[src/rtl/text_seq_pkg.sv]
// Shared constants, FSM state encoding and helpers for the text sequencer.
package text_seq_pkg;

  localparam int unsigned SCR_W      = 640;
  localparam int unsigned SCR_H      = 480;
  localparam int unsigned GLYPH_ROWS = 10;

  localparam logic [5:0] CODE_BLANK   = 6'd38;
  localparam logic [5:0] CODE_NEWLINE = 6'd62;
  localparam logic [5:0] CODE_HOME    = 6'd63;

  typedef logic [1:0] state_t;
  localparam state_t StIdle    = 2'd0;
  localparam state_t StFetch   = 2'd1;
  localparam state_t StReq     = 2'd2;
  localparam state_t StAdvance = 2'd3;

  // What the ADVANCE state has to do with the cursor for the popped code.
  typedef enum logic [1:0] {
    KindGlyph,
    KindNewline,
    KindHome,
    KindDrop
  } kind_t;

  // Codes 39-61 have no glyph and render as blank.
  function automatic logic [5:0] rom_code(input logic [5:0] code);
    return (code > CODE_BLANK) ? CODE_BLANK : code;
  endfunction

endpackage

[src/rtl/text_char_fifo.sv]
// Synchronous character FIFO with registered full/empty flags.
module text_char_fifo #(
  parameter int unsigned Depth = 8,
  parameter int unsigned Width = 6
) (
  input  logic             clk,
  input  logic             rst_n,
  input  logic             push_i,
  input  logic [Width-1:0] wdata_i,
  input  logic             pop_i,
  output logic [Width-1:0] rdata_o,
  output logic             full_o,
  output logic             empty_o
);

  localparam int unsigned PtrW = $clog2(Depth);
  localparam int unsigned CntW = PtrW + 1;

  logic [Width-1:0] mem_q [Depth];
  logic [PtrW-1:0]  wr_ptr_q, rd_ptr_q;
  logic [CntW-1:0]  count_q, count_d;
  logic             full_q, empty_q;
  logic             push_ok, pop_ok;

  // Flags are registered, so a pop never makes room for a push in the same cycle.
  assign push_ok = push_i & ~full_q;
  assign pop_ok  = pop_i & ~empty_q;
  assign count_d = count_q + CntW'(push_ok) - CntW'(pop_ok);

  assign rdata_o = mem_q[rd_ptr_q];
  assign full_o  = full_q;
  assign empty_o = empty_q;

  // Storage array; contents are don't-care while empty so it needs no reset.
  always_ff @(posedge clk) begin
    if (push_ok) mem_q[wr_ptr_q] <= wdata_i;
  end

  // Pointers, occupancy and flags.
  always_ff @(posedge clk or negedge rst_n) begin
    if (!rst_n) begin
      wr_ptr_q <= '0;
      rd_ptr_q <= '0;
      count_q  <= '0;
      full_q   <= 1'b0;
      empty_q  <= 1'b1;
    end else begin
      if (push_ok) wr_ptr_q <= wr_ptr_q + PtrW'(1);
      if (pop_ok)  rd_ptr_q <= rd_ptr_q + PtrW'(1);
      count_q <= count_d;
      full_q  <= (count_d == CntW'(Depth));
      empty_q <= (count_d == '0);
    end
  end

endmodule

[src/rtl/text_sequencer.sv]
// Text sequencer: buffers letter codes, tracks the cursor and issues one VRAM
// line read-modify-write per glyph row. Define TEXT_SEQ_WRAP_EN to wrap glyphs
// past column 79 onto the next row; otherwise the cursor parks at the last
// column and further glyphs are discarded until a newline or home.
module text_sequencer
  import text_seq_pkg::*;
#(
  parameter int unsigned FIFO_DEPTH = 8,
  parameter int unsigned CELL_W     = 8,
  parameter int unsigned CELL_H     = 12
) (
  input  logic       clk,
  input  logic       rst_n,
  input  logic       char_valid,
  input  logic [5:0] char_code,
  output logic       char_ready,
  output logic [5:0] glyph_code,
  output logic [3:0] glyph_row,
  output logic [9:0] x_pos,
  output logic [8:0] y_pos,
  output logic [8:0] line_addr,
  output logic       vram_req,
  input  logic       vram_gnt,
  output logic       vram_we,
  output logic       busy
);

  logic        fifo_pop, fifo_full, fifo_empty;
  logic [5:0]  fifo_rdata;

  state_t      state_q, state_d;
  kind_t       kind_q, kind_d;
  logic [5:0]  code_q, code_d;
  logic [3:0]  row_q, row_d;
  logic [9:0]  x_q, x_d;
  logic [8:0]  y_q, y_d;
  logic        ovf_q, ovf_d;
  logic [10:0] x_inc;
  logic [9:0]  y_inc;
  logic [8:0]  y_next_row;

  text_char_fifo #(
    .Depth (FIFO_DEPTH),
    .Width (6)
  ) u_fifo (
    .clk     (clk),
    .rst_n   (rst_n),
    .push_i  (char_valid),
    .wdata_i (char_code),
    .pop_i   (fifo_pop),
    .rdata_o (fifo_rdata),
    .full_o  (fifo_full),
    .empty_o (fifo_empty)
  );

  // Widened sums so the screen-edge comparisons cannot overflow.
  assign x_inc      = {1'b0, x_q} + 11'(CELL_W);
  assign y_inc      = {1'b0, y_q} + 10'(CELL_H);
  assign y_next_row = (y_inc >= 10'(SCR_H)) ? '0 : y_inc[8:0];

  // Next-state logic: pop, per-row fetch/request sequencing and cursor update.
  always_comb begin
    state_d  = state_q;
    kind_d   = kind_q;
    code_d   = code_q;
    row_d    = row_q;
    x_d      = x_q;
    y_d      = y_q;
    ovf_d    = ovf_q;
    fifo_pop = 1'b0;
    case (state_q)
      StIdle: begin
        if (!fifo_empty) begin
          fifo_pop = 1'b1;
          state_d  = StAdvance;
          if (fifo_rdata == CODE_NEWLINE) begin
            kind_d = KindNewline;
          end else if (fifo_rdata == CODE_HOME) begin
            kind_d = KindHome;
          end else if (ovf_q) begin
            kind_d = KindDrop;
          end else begin
            kind_d  = KindGlyph;
            code_d  = rom_code(fifo_rdata);
            row_d   = '0;
            state_d = StFetch;
          end
        end
      end
      StFetch: state_d = StReq;
      StReq: begin
        if (vram_gnt) begin
          if (row_q == 4'(GLYPH_ROWS - 1)) begin
            state_d = StAdvance;
          end else begin
            row_d   = row_q + 4'd1;
            state_d = StFetch;
          end
        end
      end
      StAdvance: begin
        state_d = StIdle;
        unique case (kind_q)
          KindGlyph: begin
            if (x_inc >= 11'(SCR_W)) begin
`ifdef TEXT_SEQ_WRAP_EN
              x_d = '0;
              y_d = y_next_row;
`else
              ovf_d = 1'b1;
`endif
            end else begin
              x_d = x_inc[9:0];
            end
          end
          KindNewline: begin
            x_d   = '0;
            y_d   = y_next_row;
            ovf_d = 1'b0;
          end
          KindHome: begin
            x_d   = '0;
            y_d   = '0;
            ovf_d = 1'b0;
          end
          KindDrop: ;
        endcase
      end
      default: state_d = StIdle;
    endcase
  end

  // Sequencer and cursor state.
  always_ff @(posedge clk or negedge rst_n) begin
    if (!rst_n) begin
      state_q <= StIdle;
      kind_q  <= KindGlyph;
      code_q  <= '0;
      row_q   <= '0;
      x_q     <= '0;
      y_q     <= '0;
      ovf_q   <= 1'b0;
    end else begin
      state_q <= state_d;
      kind_q  <= kind_d;
      code_q  <= code_d;
      row_q   <= row_d;
      x_q     <= x_d;
      y_q     <= y_d;
      ovf_q   <= ovf_d;
    end
  end

  assign char_ready = ~fifo_full;
  assign glyph_code = code_q;
  assign glyph_row  = row_q;
  assign x_pos      = x_q;
  assign y_pos      = y_q;
  assign line_addr  = y_q + {5'd0, row_q};
  assign vram_req   = (state_q == StReq);
  assign vram_we    = vram_req & vram_gnt;
  assign busy       = (state_q != StIdle) | ~fifo_empty;

endmodule

[config.mk]
export PLATFORM = sky130hd
export DESIGN_NAME = text_sequencer
export DESIGN_NICKNAME = d
export VERILOG_FILES = /design/src/rtl/text_seq_pkg.sv /design/src/rtl/text_char_fifo.sv /design/src/rtl/text_sequencer.sv
export SDC_FILE = /design/constraint.sdc
export NUM_CORES = 1
export LEC_CHECK = 0
export BUFFER_PORTS_ARGS = -buffer_cell sky130_fd_sc_hd__buf_2
export CAP_MARGIN = 10
export CORE_MARGIN = 10
export CORE_UTILIZATION = 53
export CTS_CLUSTER_SIZE = 28
export DETAILED_ROUTE_END_ITERATION = 8
export PLACE_DENSITY = 0.76
export SLEW_MARGIN = 0
export SYNTH_ARGS = -nofsm -noshare
export SYNTH_HDL_FRONTEND = slang
export SYNTH_SLANG_ARGS = --single-unit
[constraint.sdc]
create_clock -name clk -period 2.5 [get_ports clk]
set_input_delay 0.625 -clock clk [delete_from_list [all_inputs] [get_ports clk]]
set_output_delay 0.625 -clock clk [all_outputs]
set_load 0.01 [all_outputs]
======== Yosys cells after proc, flatten, opt, wreduce, memory -nomap -nowiden ========
Memory sizes are Yosys's and may differ from the RTL's.
Cells that the tools add are included.
cells by class
  eq/ne operators ......................... 17
  reduce and logical (&&, ||, !) cells .... 15
  add/subtract/negate cells ............... 8
  muxes and demuxes ....................... 28
  magnitude comparators ................... 3
  bitwise logic cells ..................... 9
operators by type and width
  cell                                                    number
  two-way mux 4 bit                                       6
  one-hot mux 10 bit (2 select lines)                     1
  two-way mux 2 bit                                       9
  one-hot mux 9 bit (2 select lines)                      1
  != test 2 bit (second input constant)                   7
  equality test 6 bit (second input constant)             2
  adder 10 x 4 -> 11 bit (second input constant)          1
  >= comparator 11 x 10 -> 1 bit (second input constant)  1
  adder 9 x 4 -> 10 bit (second input constant)           1
  >= comparator 10 x 9 -> 1 bit (second input constant)   1
  two-way mux 10 bit                                      1
  adder 9 x 4 -> 9 bit                                    1
  two-way mux 9 bit                                       1
  equality test 4 bit (second input constant)             2
  one-hot mux 2 bit (4 select lines)                      1
  one-hot mux 4 bit (2 select lines)                      1
  nonzero test 2 bit                                      4
  AND reduction 7 bit                                     1
  adder 3 x 1 -> 3 bit (second input constant)            2
  equality test 2 bit (second input constant)             3
  greater-than comparator 6 bit (second input constant)   1
  two-way mux 6 bit                                       1
  AND reduction 2 bit                                     3
  AND reduction 3 bit                                     2
  other kinds (14)                                        26
storage, ports and cells
  word-level logic and storage cells ...... 93
  bits in registers ....................... 46
  memory bits (writable) .................. 48
  input bits .............................. 10
  memories kept ........................... 1
  output and inout bits ................... 42
memory list
  memory        depth  width  rd ports  clocked after memory_dff  wr ports  line                  RTL
  u_fifo.mem_q  8      6      1         0                         1         text_char_fifo.sv:19  logic [Width-1:0] mem_q [Depth];

======== Longest topological paths before layout ========
Gate-level depths: netlist of the first run.
An unclocked memory read counts as a cell.
  word-level depth ........................ 6
  mapped depth ............................ 10
  gate-level depth less buffers ........... 8

======== By module ========
Synthesis of the first run repeated with hierarchy kept, for this count alone.
unflattened totals
  cells, all modules ...................... 377
  area, all modules ....................... 4,536.9 um^2
by module, submodules not included
  module          sequential area each (um^2)  area each (um^2)  cells an instance  times used
  text_char_fifo  1,742.9                      2,458.6           126                1
  text_sequencer  725.7                        2,078.2           251                1

======== Least setup slack after synthesis of the first run ========
OpenSTA, ideal clock, no wires.
  kind .................................... reg-to-reg
  start point ............................. register state_q[1]
  end point ............................... register u_fifo.full_q (netlist: u_fifo.full_o)
  stages on the path, launching flop included .. 10
  setup time .............................. 73 ps
  clock period less this slack ............ 2,598 ps
  arrival time ............................ 2,525 ps
  path slack .............................. -98 ps
  buffers on the path ..................... 2
  required time ........................... 2,427 ps
  cell sequence ........................... dfrtp_1 -> clkbuf_1 -> nor3_4 -> clkbuf_1 -> ha_1 -> inv_1 -> ha_1 -> fa_1 -> or3_1 -> nor2b_1
on the way
  cells in the longest elaborated chain, start to end .. 5
RTL lines
  element                    line                   RTL
  start: declaration         text_sequencer.sv:31   state_t state_q, state_d;
  start signal: assignment   text_sequencer.sv:136  state_q <= StIdle;
  start signal: assignment   text_sequencer.sv:144  state_q <= state_d;
  zero test 2 bit            text_sequencer.sv:71   case (state_q)
  two-way mux 1 bit          text_sequencer.sv:71
  net fifo_pop               text_sequencer.sv:28   logic fifo_pop, fifo_full, fifo_empty;
  AND 1 bit                  text_char_fifo.sv:27   assign pop_ok = pop_i & ~empty_q;
  subtractor 4 x 1 -> 4 bit  text_char_fifo.sv:28   assign count_d = count_q + CntW'(push_ok) - CntW'(pop_ok);
  net u_fifo.count_d[1]      text_char_fifo.sv:21   logic [CntW-1:0] count_q, count_d;
  equality test 4 bit        text_char_fifo.sv:51   full_q <= (count_d == CntW'(Depth));
  end signal: assignment     text_char_fifo.sv:51
  end: declaration           text_char_fifo.sv:22   logic full_q, empty_q;
The timed path passes the listed nets, and every way through them passes these cells.
A chain may end at the register's enable or synchronous reset.

======== Final worst setup path of the first run ========
  start point ............................. register y_q[3] (netlist: y_pos[3])
  end point ............................... output line_addr[8]
on the way
  cells in the longest elaborated chain, start to end .. 1
RTL lines
  element                   line                   RTL
  start: declaration        text_sequencer.sv:36   logic [8:0] y_q, y_d;
  start signal: assignment  text_sequencer.sv:149  y_q <= y_d;
  adder 9 x 4 -> 9 bit      text_sequencer.sv:159  assign line_addr = y_q + {5'd0, row_q};
  end: declaration          text_sequencer.sv:21   output logic [8:0] line_addr,
Every way passes these cells.

==> impl_metrics.csv, run 1 <==
group,metric,value,unit
status,status,"complete, no violations",
finish,fin_nets,429,
finish,seq_area,0.00247,mm2
logic_synthesis,synth_seq_area_share,56.1,%
finish,antenna_cells,0,
routing,highest_layer,"met4",
floorplan,start_util,54.1,%
worst_setup_path,rr_startpoint,"y_pos[3]$_DFFE_PN0P_",
worst_setup_path,r2r_cells,9,
power,powerDensity,1170,mW/mm2
power,power_leakage,2.12,nW
worst_setup_path,cpLargestDelayFamily,"flip-flops",
timing,fin_skew,0.0148,ns
worst_setup_path,r2r-end,"y_pos[5]$_DFFE_PN0P_",
logic_synthesis,ys_top_cells_by_area,"edfxtp_1 33%, dfrtp_1 23%, mux4_2 5.1%, ha_1 4.0%, xnor2_1 2.2%",
logic_synthesis,synth_commonest_cells,"48 x edfxtp_1, 40 x dfrtp_1, 24 x nand2_1, 21 x nor2_1, 15 x inv_1",
power,power.share.switching,38.3,%
global_route,grt_max_degree,27,
worst_setup_path,critical_path.cell_chain,"ha_4 > a21oi_2 > nor2b_2 > nand4_1 > xnor2_1 > buf_2",
timing,finalMaxSlewViolations,0,
timing,finalWorstSetupSlack,0.104,ns
global_route,grt_pass1_vias,2943,
finish,stdcell_count,514,
floorplan,ios,52,
placement,dpl.hpwl,6.37,mm
routing,viasPerCell,5.59,
logic_synthesis,synth_cells,336,
clock_tree,clkLatencyLatePin,0.36,ns
floorplan,die_x,111,um
logic_synthesis,synth_area,0.00440,mm2
clock_tree,clockBufferDepth,2,
logic_synthesis,ys_ff_latch,89,
worst_hold_path,holdCritPathClass,"in -> async",
global_route,grt_pass1_wl,14.7,mm
placement,io_buffers,46,
routing,drt-initial-drc-count,137,
finish,drive_gt1_share,30.8,%
worst_setup_path,crit_buf_inv,1,
timing,whs,0.264,ns
clock_tree,numCtsBuffers,9,
routing,ant_nets,0,
worst_setup_path,critPathMaxStageDelay,0.44,ns
power,vdd_drop_max,0.534,mV
routing,vias,2874,
global_route,antenna_found_initial,0,
finish,syn2layout_area_growth,16.1,%
logic_synthesis,yosys_warnings,0,
routing,dr.pass1.iters,4,
floorplan,core_area,0.00813,mm2
routing,wl_per_cell,17.2,um
finish,fill_cells,612,
clock_tree,path_clk_slew,0.10,ns
routing,wl_met3,458,um
floorplan,die_y,111,um
clock_tree,cts_max_level,3,
logic_synthesis,synth_edf_count,48,
worst_setup_path,cp-start-kind,"register",
timing,max_freq,417,MHz
logic_synthesis,post-synth-top-count-cell,"edfxtp_1",
power,combinationalPowerShare,46.5,%
worst_setup_path,path_class,"reg -> out",
routing,totalWireLength,8.85,mm
placement,place_congestion,0.825,
global_route,grt_use_total,14.5,%
timing,max-slew-margin-rel,58.3,%
placement,dpl.cell_count,494,
clock_tree,cts_root_buf,"clkbuf_8",
worst_setup_path,cp-end-kind,"primary output",
finish,utilization,62.8,%
finish,multi_input_area,0.00181,mm2
logic_synthesis,synth_cell_type_count,60,
worst_setup_path,critical_path_required,1.88,ns
clock_tree,cts_tree,"yes",
placement,place_ws,0.157,ns
timing,hold_viol,0,
worst_setup_path,slowest_stage,"dfrtp_1",
timing,min_period,2.40,ns
power,p_clk_share,16.3,%
timing,worstMarginPinSlew,0.625,ns
logic_synthesis,synth_top_cell_area_share,32.8,%
routing,drcViolationCount,0,
logic_synthesis,async_flop_share,46.1,%
worst_setup_path,crit_arrival,1.77,ns
worst_setup_path,startpoint,"y_pos[3]$_DFFE_PN0P_",
worst_setup_path,worst-path-max-fanout,4,
worst_setup_path,cp.depth,6,
flow_run,maxCapViolCount,0,
timing,setup_viol,0,
logic_synthesis,avgSynthCellArea,13.1,um2
floorplan,rows,33,
timing,post-route-period-util,95.8,%
logic_synthesis,synth_top_area_cell,"edfxtp_1",
logic_synthesis,synthFlopType,"edfxtp_1",
clock_tree,hold_buffers,0,
power,seqPwrFrac,37.2,%
global_route,grt_overflow,0,
power,internal_power,3.70,mW
clock_tree,cts_num_sinks,89,
power,power.switching,2.30,mW
routing,met1_length,3.73,mm
routing,route.met2.wl,4.49,mm
worst_setup_path,rrSetupSlack,0.11,ns
floorplan,die-area,0.0123,mm2
## power by group through the flow
stage	clock network [mW]	logic, mW	registers [mW]
floorplan	0	2.05	2.18
global placement	0	2.64	2.23
detailed placement	0	2.72	2.26
CTS	0.991	2.78	2.22
global route	1.04	3.09	2.29
finish	0.979	2.79	2.23
## sequential cells by signal, indices dropped and copies added, names as in the netlist
register and flops:
glyph_row 4, u_fifo.wr_ptr_q 3, y_pos 7, x_pos 7, state_q 2, u_fifo.count_q 4, u_fifo.full_o 1, u_fifo.mem_q 48
ovf_q 1, kind_q 2, glyph_code 6, u_fifo.rd_ptr_q 3, u_fifo.empty_o 1
## kinds of logic after synthesis
family	synth area share (%)
XOR/XNOR	2.99
other	0.0852
flip-flops	56.1
multiplexers	11.9
buffers and inverters	4.07
AO/OA/AOI/OAI	9.73
adder cells (fa/ha/maj)	4.44
AND/OR/NAND/NOR	10.6
## area by class of cell
cell class              instances  area share [%]
clock buffers                  10            2.50
well taps                     105            2.57
repair buffers                 73            8.55
flip-flops and latches         89            48.3
clock inverters                 6            1.35
inverters                      16            1.18
multi-input cells             215            35.5
## repair_timing
| action | in CTS | in global routing |
|---|---|---|
| gates cloned | 0 | 0 |
| setup buffers | 4 | 0 |
| gates resized for setup | 2 | 6 |
| hold endpoints to repair | 0 | 0 |
| endpoints found under the setup margin | 4 | 6 |
## worst max-delay path by stage
stage                                   end
floorplan           u_fifo.full_o$_DFF_PN0_
global placement       y_pos[4]$_DFFE_PN0P_
detailed placement     y_pos[5]$_DFFE_PN0P_
CTS                            line_addr[8]
global route           y_pos[6]$_DFFE_PN0P_
finish                         line_addr[8]
## layer usage
metal / up-vias / track usage, %
met1: 1417 / 17.4
met3: 15 / 3.35
met5: - / 0
li1: 1367 / -
met2: 75 / 23.9
met4: 0 / 6.94
## placed cells by master, fill, tap and decap left out, types with 2 or more instances in the layout
cell,netlist,final
xnor2_1,11,11
or2_1,3,3
edfxtp_1,48,48
ha_1,14,12
nand3_1,8,8
nor2b_1,9,8
nand2_1,24,24
a21oi_1,14,13
mux2_4,6,6
buf_4,7,26
o31ai_1,4,4
buf_2,2,46
mux4_2,10,10
mux2_2,3,3
xor2_1,4,4
o21ai_1,12,12
clkinv_4,0,3
o22ai_1,2,2
and2_1,2,2
nor2_1,21,21
mux2i_1,2,2
o21a_1,2,2
o21ai_0,5,5
conb_1,1,5
a41oi_1,3,3
a21o_1,3,3
a211oi_1,2,2
inv_1,15,15
mux2i_4,4,4
a31oi_1,3,3
mux4_1,2,2
nand2b_1,6,6
a22oi_1,3,3
clkbuf_8,0,9
dfrtp_1,40,40
and3_1,4,4
nor3_1,3,3
## per-stage QoR
stage	area, um2	setup TNS, ns	total power [mW]
floorplan	4420	0	4.24
global placement	4830	0	4.87
detailed placement	4830	0	4.98
CTS	5060	0	6.00
global route	5110	-0.115	6.41
finish	5110	0	5.99
## worst register-to-register path: stages (launching register included)
cell,delay (ns)
dfrtp_1,0.43
buf_4,0.14
inv_1,0.03
ha_1,0.22
or3b_1,0.41
a2111oi_4,0.43
o221ai_2,0.21
nand2_1,0.11
or2_1,0.20
o22ai_1,0.10
Power figures use the tool's default switching activity.
==> inputs of run 2 (changes only) <==
- GPL_TIMING_DRIVEN: not set -> 0
- MAX_ROUTING_LAYER: not set -> met4
- REMOVE_ABC_BUFFERS: not set -> 1
==> run 2 against run 1 <==
  * Setup slack got worse by 0.0073 ns
  * Via count fell by 4.0%
  * Hold slack improved by 0.14 ns
  * Highest routed layer unchanged
  * Design area fell by 3.0%
  * Final cell count fell by 4.9%
==> impl_metrics.csv, run 2 (synthesis results as in run 1) <==
group,metric,value,unit
timing,fin_skew,0.00872,ns
global_route,antenna_found_initial,0,
finish,final_cell_mix,"48 x edfxtp_1, 46 x buf_2, 34 x dfrtp_1",
floorplan,rows,33,
timing,worstMarginPinSlew,1.14,ns
routing,vias,2758,
floorplan,core_area,0.00813,mm2
timing,post-route-period-util,96.1,%
clock_tree,clockBufferDepth,2,
finish,utilization,60.9,%
worst_hold_path,holdCritPathClass,"in -> async",
timing,finalWorstSetupSlack,0.0968,ns
routing,drcViolationCount,0,
worst_setup_path,cp-end-kind,"primary output",
routing,totalWireLength,8.26,mm
timing,whs,0.403,ns
placement,place_congestion,0.764,
clock_tree,path_clk_slew,0.09,ns
routing,drt-initial-drc-count,142,
power,power_leakage,1.98,nW
clock_tree,hold_buffers,0,
worst_setup_path,crit_arrival,1.78,ns
global_route,grt_pass1_wl,13.8,mm
status,status,"complete, no violations",
worst_setup_path,slowest_stage,"dfrtp_2",
timing,tns,0,ns
floorplan,die_y,111,um
timing,max_freq,416,MHz
finish,final_common_cell,"edfxtp_1",
finish,syn2layout_area_growth,12.6,%
placement,io_buffers,46,
finish,drive_gt1_share,27.6,%
finish,antenna_cells,0,
worst_setup_path,crit_buf_inv,1,
clock_tree,cts_tree,"yes",
floorplan,start_util,54.1,%
timing,setup_viol,0,
worst_setup_path,cpLargestDelayFamily,"flip-flops",
finish,largest_register,"u_fifo.mem_q",
floorplan,die-area,0.0123,mm2
routing,wl_per_cell,16.9,um
timing,max-slew-margin-rel,23.7,%
timing,finalMaxSlewViolations,0,
finish,fin_area,0.00495,mm2
power,vdd_drop_max,0.578,mV
worst_setup_path,critical_path_required,1.88,ns
worst_setup_path,worst-path-max-fanout,6,
placement,postPlaceCellArea,0.00466,mm2
clock_tree,cts_max_level,3,
finish,stdcell_count,489,
floorplan,ios,52,
routing,ant_nets,0,
global_route,grt_pass1_vias,2798,
clock_tree,clkLatencyLatePin,0.35,ns
global_route,grt_use_total,13.8,%
clock_tree,cts_root_buf,"clkbuf_8",
routing,dr.pass1.iters,4,
placement,dpl.cell_count,471,
power,report.power.total,5.81,mW
worst_setup_path,critical_path.cell_chain,"ha_4 > a21oi_4 > nor2b_4 > nand4_1 > xnor2_1 > buf_2",
global_route,grt_max_degree,42,
finish,fin_nets,404,
timing,rsz0062_at_grt,"yes",
finish,largest_reg_flops,48,
timing,hold_viol,0,
worst_setup_path,cp-start-kind,"register",
placement,place_ws,-0.300,ns
global_route,grt_overflow,0,
worst_setup_path,critPathMaxStageDelay,0.48,ns
routing,viasPerCell,5.64,
clock_tree,cts_num_sinks,89,
flow_run,maxCapViolCount,0,
floorplan,die_x,111,um
worst_setup_path,path_class,"reg -> out",
placement,dpl.hpwl,5.78,mm
timing,min_period,2.40,ns
clock_tree,numCtsBuffers,9,
power,powerDensity,1170,mW/mm2
## run 2: changes by cell type in the layout (fill, tap and decap cells not counted), sizes merged
cell      previous run  this run
buf                 73        48
clkinv               4         1
inv                 16        19
clkbuf              10         9
clkinvlp             1         2
## run 2: layout make-up
| type | count | area [um2] |
|---|---|---|
| Fill cell | 635 | 3180 |
| Sequential cell | 89 | 2480 |
| Multi-Input combinational cell | 215 | 1830 |
| Timing Repair Buffer | 48 | 245 |
| Tap cell | 105 | 131 |
| Clock buffer | 9 | 124 |
| Clock inverter | 7 | 77.6 |
| Inverter | 16 | 60.1 |
## run 2: path summary, 6_finish.rpt
check,depth (start not counted),endpoint,slack [ns],startpoint
worst max-delay path,6,line_addr[8],0.1,y_pos[3]$_DFFE_PN0P_
worst min-delay path,1,glyph_code[2]$_DFFE_PN0P_,0.40,rst_n
worst max register to register,6,glyph_code[3]$_DFFE_PN0P_,0.11,u_fifo.rd_ptr_q[1]$_DFFE_PN0P_
worst min register to register,1,u_fifo.wr_ptr_q[2]$_DFFE_PN0P_,0.50,u_fifo.wr_ptr_q[2]$_DFFE_PN0P_
max in group asynchronous,1,u_fifo.rd_ptr_q[1]$_DFFE_PN0P_,1.42,rst_n
min in group clk,1,u_fifo.wr_ptr_q[2]$_DFFE_PN0P_,0.50,u_fifo.wr_ptr_q[2]$_DFFE_PN0P_
## run 2: what timing repair did
action                                 CTS  global route
endpoints found under the hold margin    0             0
pin swaps                                1             3
buffers inserted                         1             1
setup endpoints to repair               20            15
resized for setup                        7            10
## run 2: metal layers
metal  up-vias  part of all wire, %  track usage [%]
li1       1304                    -                -
met3        11                  4.8             3.73
met4         0                  1.4             4.80
met2        58                   50             22.1
met5         -                    0                -
met1      1385                   44             16.5
## run 2: where the power goes
group / switching (mW) / total, mW / internal [mW]
Sequential: 0.448 / 2.38 / 1.93
Combinational: 1.27 / 2.43 / 1.17
Clock: 0.526 / 0.998 / 0.472
Total: 2.24 / 5.81 / 3.57
==> inputs of run 3 (changes only) <==
- BUFFER_PORTS_ARGS: -buffer_cell sky130_fd_sc_hd__buf_2 -> -buffer_cell sky130_fd_sc_hd__buf_4
- CELL_PAD_IN_SITES_DETAIL_PLACEMENT: not set -> 2
- CELL_PAD_IN_SITES_GLOBAL_PLACEMENT: not set -> 2
- CORE_UTILIZATION: 53 -> 36
- PLACE_DENSITY: 0.76 -> not set
- PLACE_DENSITY_LB_ADDON: not set -> 0.1
==> run 3 against run 2 <==
  * Hold slack worse by 0.14 ns
  * Setup slack better by 0.012 ns
  * Sequential cell count unchanged
  * Critical path type is now reg -> reg
  * Highest routed layer unchanged
==> impl_metrics.csv, run 3 (synthesis results as in run 1) <==
group,metric,value,unit
finish,largest_reg_flops,48,
clock_tree,cts_num_sinks,89,
timing,setup_viol,0,
worst_setup_path,rr_startpoint,"y_pos[2]$_DFFE_PN0P_",
worst_setup_path,cp-end-kind,"register",
worst_setup_path,cpLargestDelayFamily,"simple AND/OR/NAND/NOR gates",
flow_run,maxCapViolCount,0,
finish,stdcell_count,545,
floorplan,start_util,36.6,%
clock_tree,cts_max_level,3,
routing,drt-initial-drc-count,118,
finish,antenna_cells,0,
timing,rsz0062_at_grt,"yes",
placement,place_congestion,0.725,
routing,vias,2851,
worst_setup_path,worst-path-max-fanout,7,
power,powerDensity,1220,mW/mm2
clock_tree,cts_tree,"yes",
placement,dpl.hpwl,7.16,mm
finish,fin_nets,418,
worst_setup_path,r2r_cells,8,
timing,post-route-period-util,95.7,%
worst_setup_path,cp-start-kind,"register",
clock_tree,hold_buffers,0,
timing,max-slew-margin-rel,50.9,%
routing,dr.pass1.iters,4,
global_route,grt_use_total,13.5,%
routing,wl_met3,519,um
status,status,"complete, no violations",
worst_setup_path,critPathMaxStageDelay,0.44,ns
routing,met1_length,4.51,mm
timing,worstMarginPinSlew,0.734,ns
finish,syn2layout_area_growth,20.8,%
clock_tree,clockBufferDepth,2,
routing,route.met2.wl,5.36,mm
power,vdd_drop_max,0.659,mV
worst_setup_path,crit_arrival,2.62,ns
routing,highest_layer,"met4",
placement,io_buffers,46,
placement,dpl.cell_count,513,
routing,totalWireLength,10.5,mm
floorplan,rows,40,
finish,final_cell_mix,"61 x buf_4, 48 x edfxtp_1, 33 x dfrtp_1",
clock_tree,path_clk_slew,0.07,ns
finish,drive_gt1_share,30.9,%
clock_tree,cts_root_buf,"clkbuf_16",
finish,final_common_cell,"buf_4",
routing,drcViolationCount,0,
finish,fill_cells,1186,
worst_setup_path,r2r-end,"y_pos[5]$_DFFE_PN0P_",
global_route,grt_overflow,0,
routing,viasPerCell,5.23,
worst_setup_path,path_class,"reg -> reg",
placement,place_ws,-0.354,ns
floorplan,die_y,131,um
floorplan,core_area,0.0120,mm2
worst_setup_path,rrSetupSlack,0.11,ns
timing,finalWorstSetupSlack,0.109,ns
clock_tree,clkLatencyLatePin,0.35,ns
global_route,grt_pass1_wl,17.0,mm
clock_tree,numCtsBuffers,9,
global_route,antenna_found_initial,0,
worst_setup_path,slowest_stage,"a2111oi_4",
timing,hold_viol,0,
worst_setup_path,critical_path.cell_chain,"inv_1 > ha_1 > or3b_1 > a2111oi_4 > o221ai_2 > nand2_1 > or2_1 > o22ai_1",
global_route,grt_pass1_vias,3181,
timing,fin_skew,0.00945,ns
worst_setup_path,crit_buf_inv,1,
timing,finalMaxSlewViolations,0,
worst_hold_path,holdCritPathClass,"in -> async",
routing,wl_per_cell,19.3,um
floorplan,ios,52,
power,power_leakage,2.11,nW
floorplan,die-area,0.0170,mm2
floorplan,die_x,131,um
timing,max_freq,418,MHz
finish,largest_register,"u_fifo.mem_q",
timing,min_period,2.39,ns
worst_setup_path,critical_path_required,2.73,ns
routing,ant_nets,0,
global_route,grt_max_degree,42,
run 3: cell count changes in the layout (fill, tap and decap cells not counted), sizes merged:
cell	change
buf	+14
inv	+2
bufinv	-1
clkinvlp	-1
run 3: routing by layer:
layer  track usage [%]  vias up
met4              4.32        0
met2              22.7       45
met3              4.07       14
met1              15.0     1455
li1                  -     1337
met5                 -        -
run 3: cell type report:
class                      count  area (um2)  area share [%]
timing repair buffer          62         463            8.71
multi-input combinational    215        1840            34.6
tap                          147         184            3.46
clock buffer                   9         225            4.24
sequential                    89        2480            46.7
clock inverter                 7        57.6            1.08
inverter                      16        60.1            1.13
run 3: power breakdown:
part / switching [mW] / internal [mW] / leakage [nW]
Sequential: 0.434 / 1.93 / 0.946
Combinational: 1.43 / 1.36 / 1.03
Clock: 0.622 / 0.692 / 0.137
run 3: stage by stage:
step	instance area (um2)	total power, mW	setup TNS (ns)	utilization (%)	hold slack, ns
global route	5310	7.00	-0.0573	44.2	0.293
CTS	5200	6.50	0	43.3	0.275
detailed placement	4820	5.04	-7.01	40.2	0.487
finish	5310	6.47	0	44.2	0.259
floorplan	4300	4.13	0	-	0.329
global placement	4820	4.94	-5.81	40.2	0.477
run 3: how the worst max path moves through the flow:
stage | from | endpoint | depth (start not counted)
5_1_grt | x_pos[3]$_DFFE_PN0P_ | x_pos[9]$_DFFE_PN0P_ | 7
6_report | y_pos[2]$_DFFE_PN0P_ | y_pos[5]$_DFFE_PN0P_ | 8
3_3_place_gp | u_fifo.rd_ptr_q[0]$_DFFE_PN0P_ | glyph_code[1]$_DFFE_PN0P_ | 6
3_5_place_dp | u_fifo.rd_ptr_q[0]$_DFFE_PN0P_ | glyph_code[5]$_DFFE_PN0P_ | 6
2_1_floorplan | u_fifo.rd_ptr_q[0]$_DFFE_PN0P_ | glyph_code[0]$_DFFE_PN0P_ | 6
4_1_cts | y_pos[3]$_DFFE_PN0P_ | line_addr[8] | 6
run 3: timing repair:
item                       CTS  global route
resized for setup           11             9
setup endpoints to repair   25            19
pin swaps                    3             2
buffers inserted             6             8
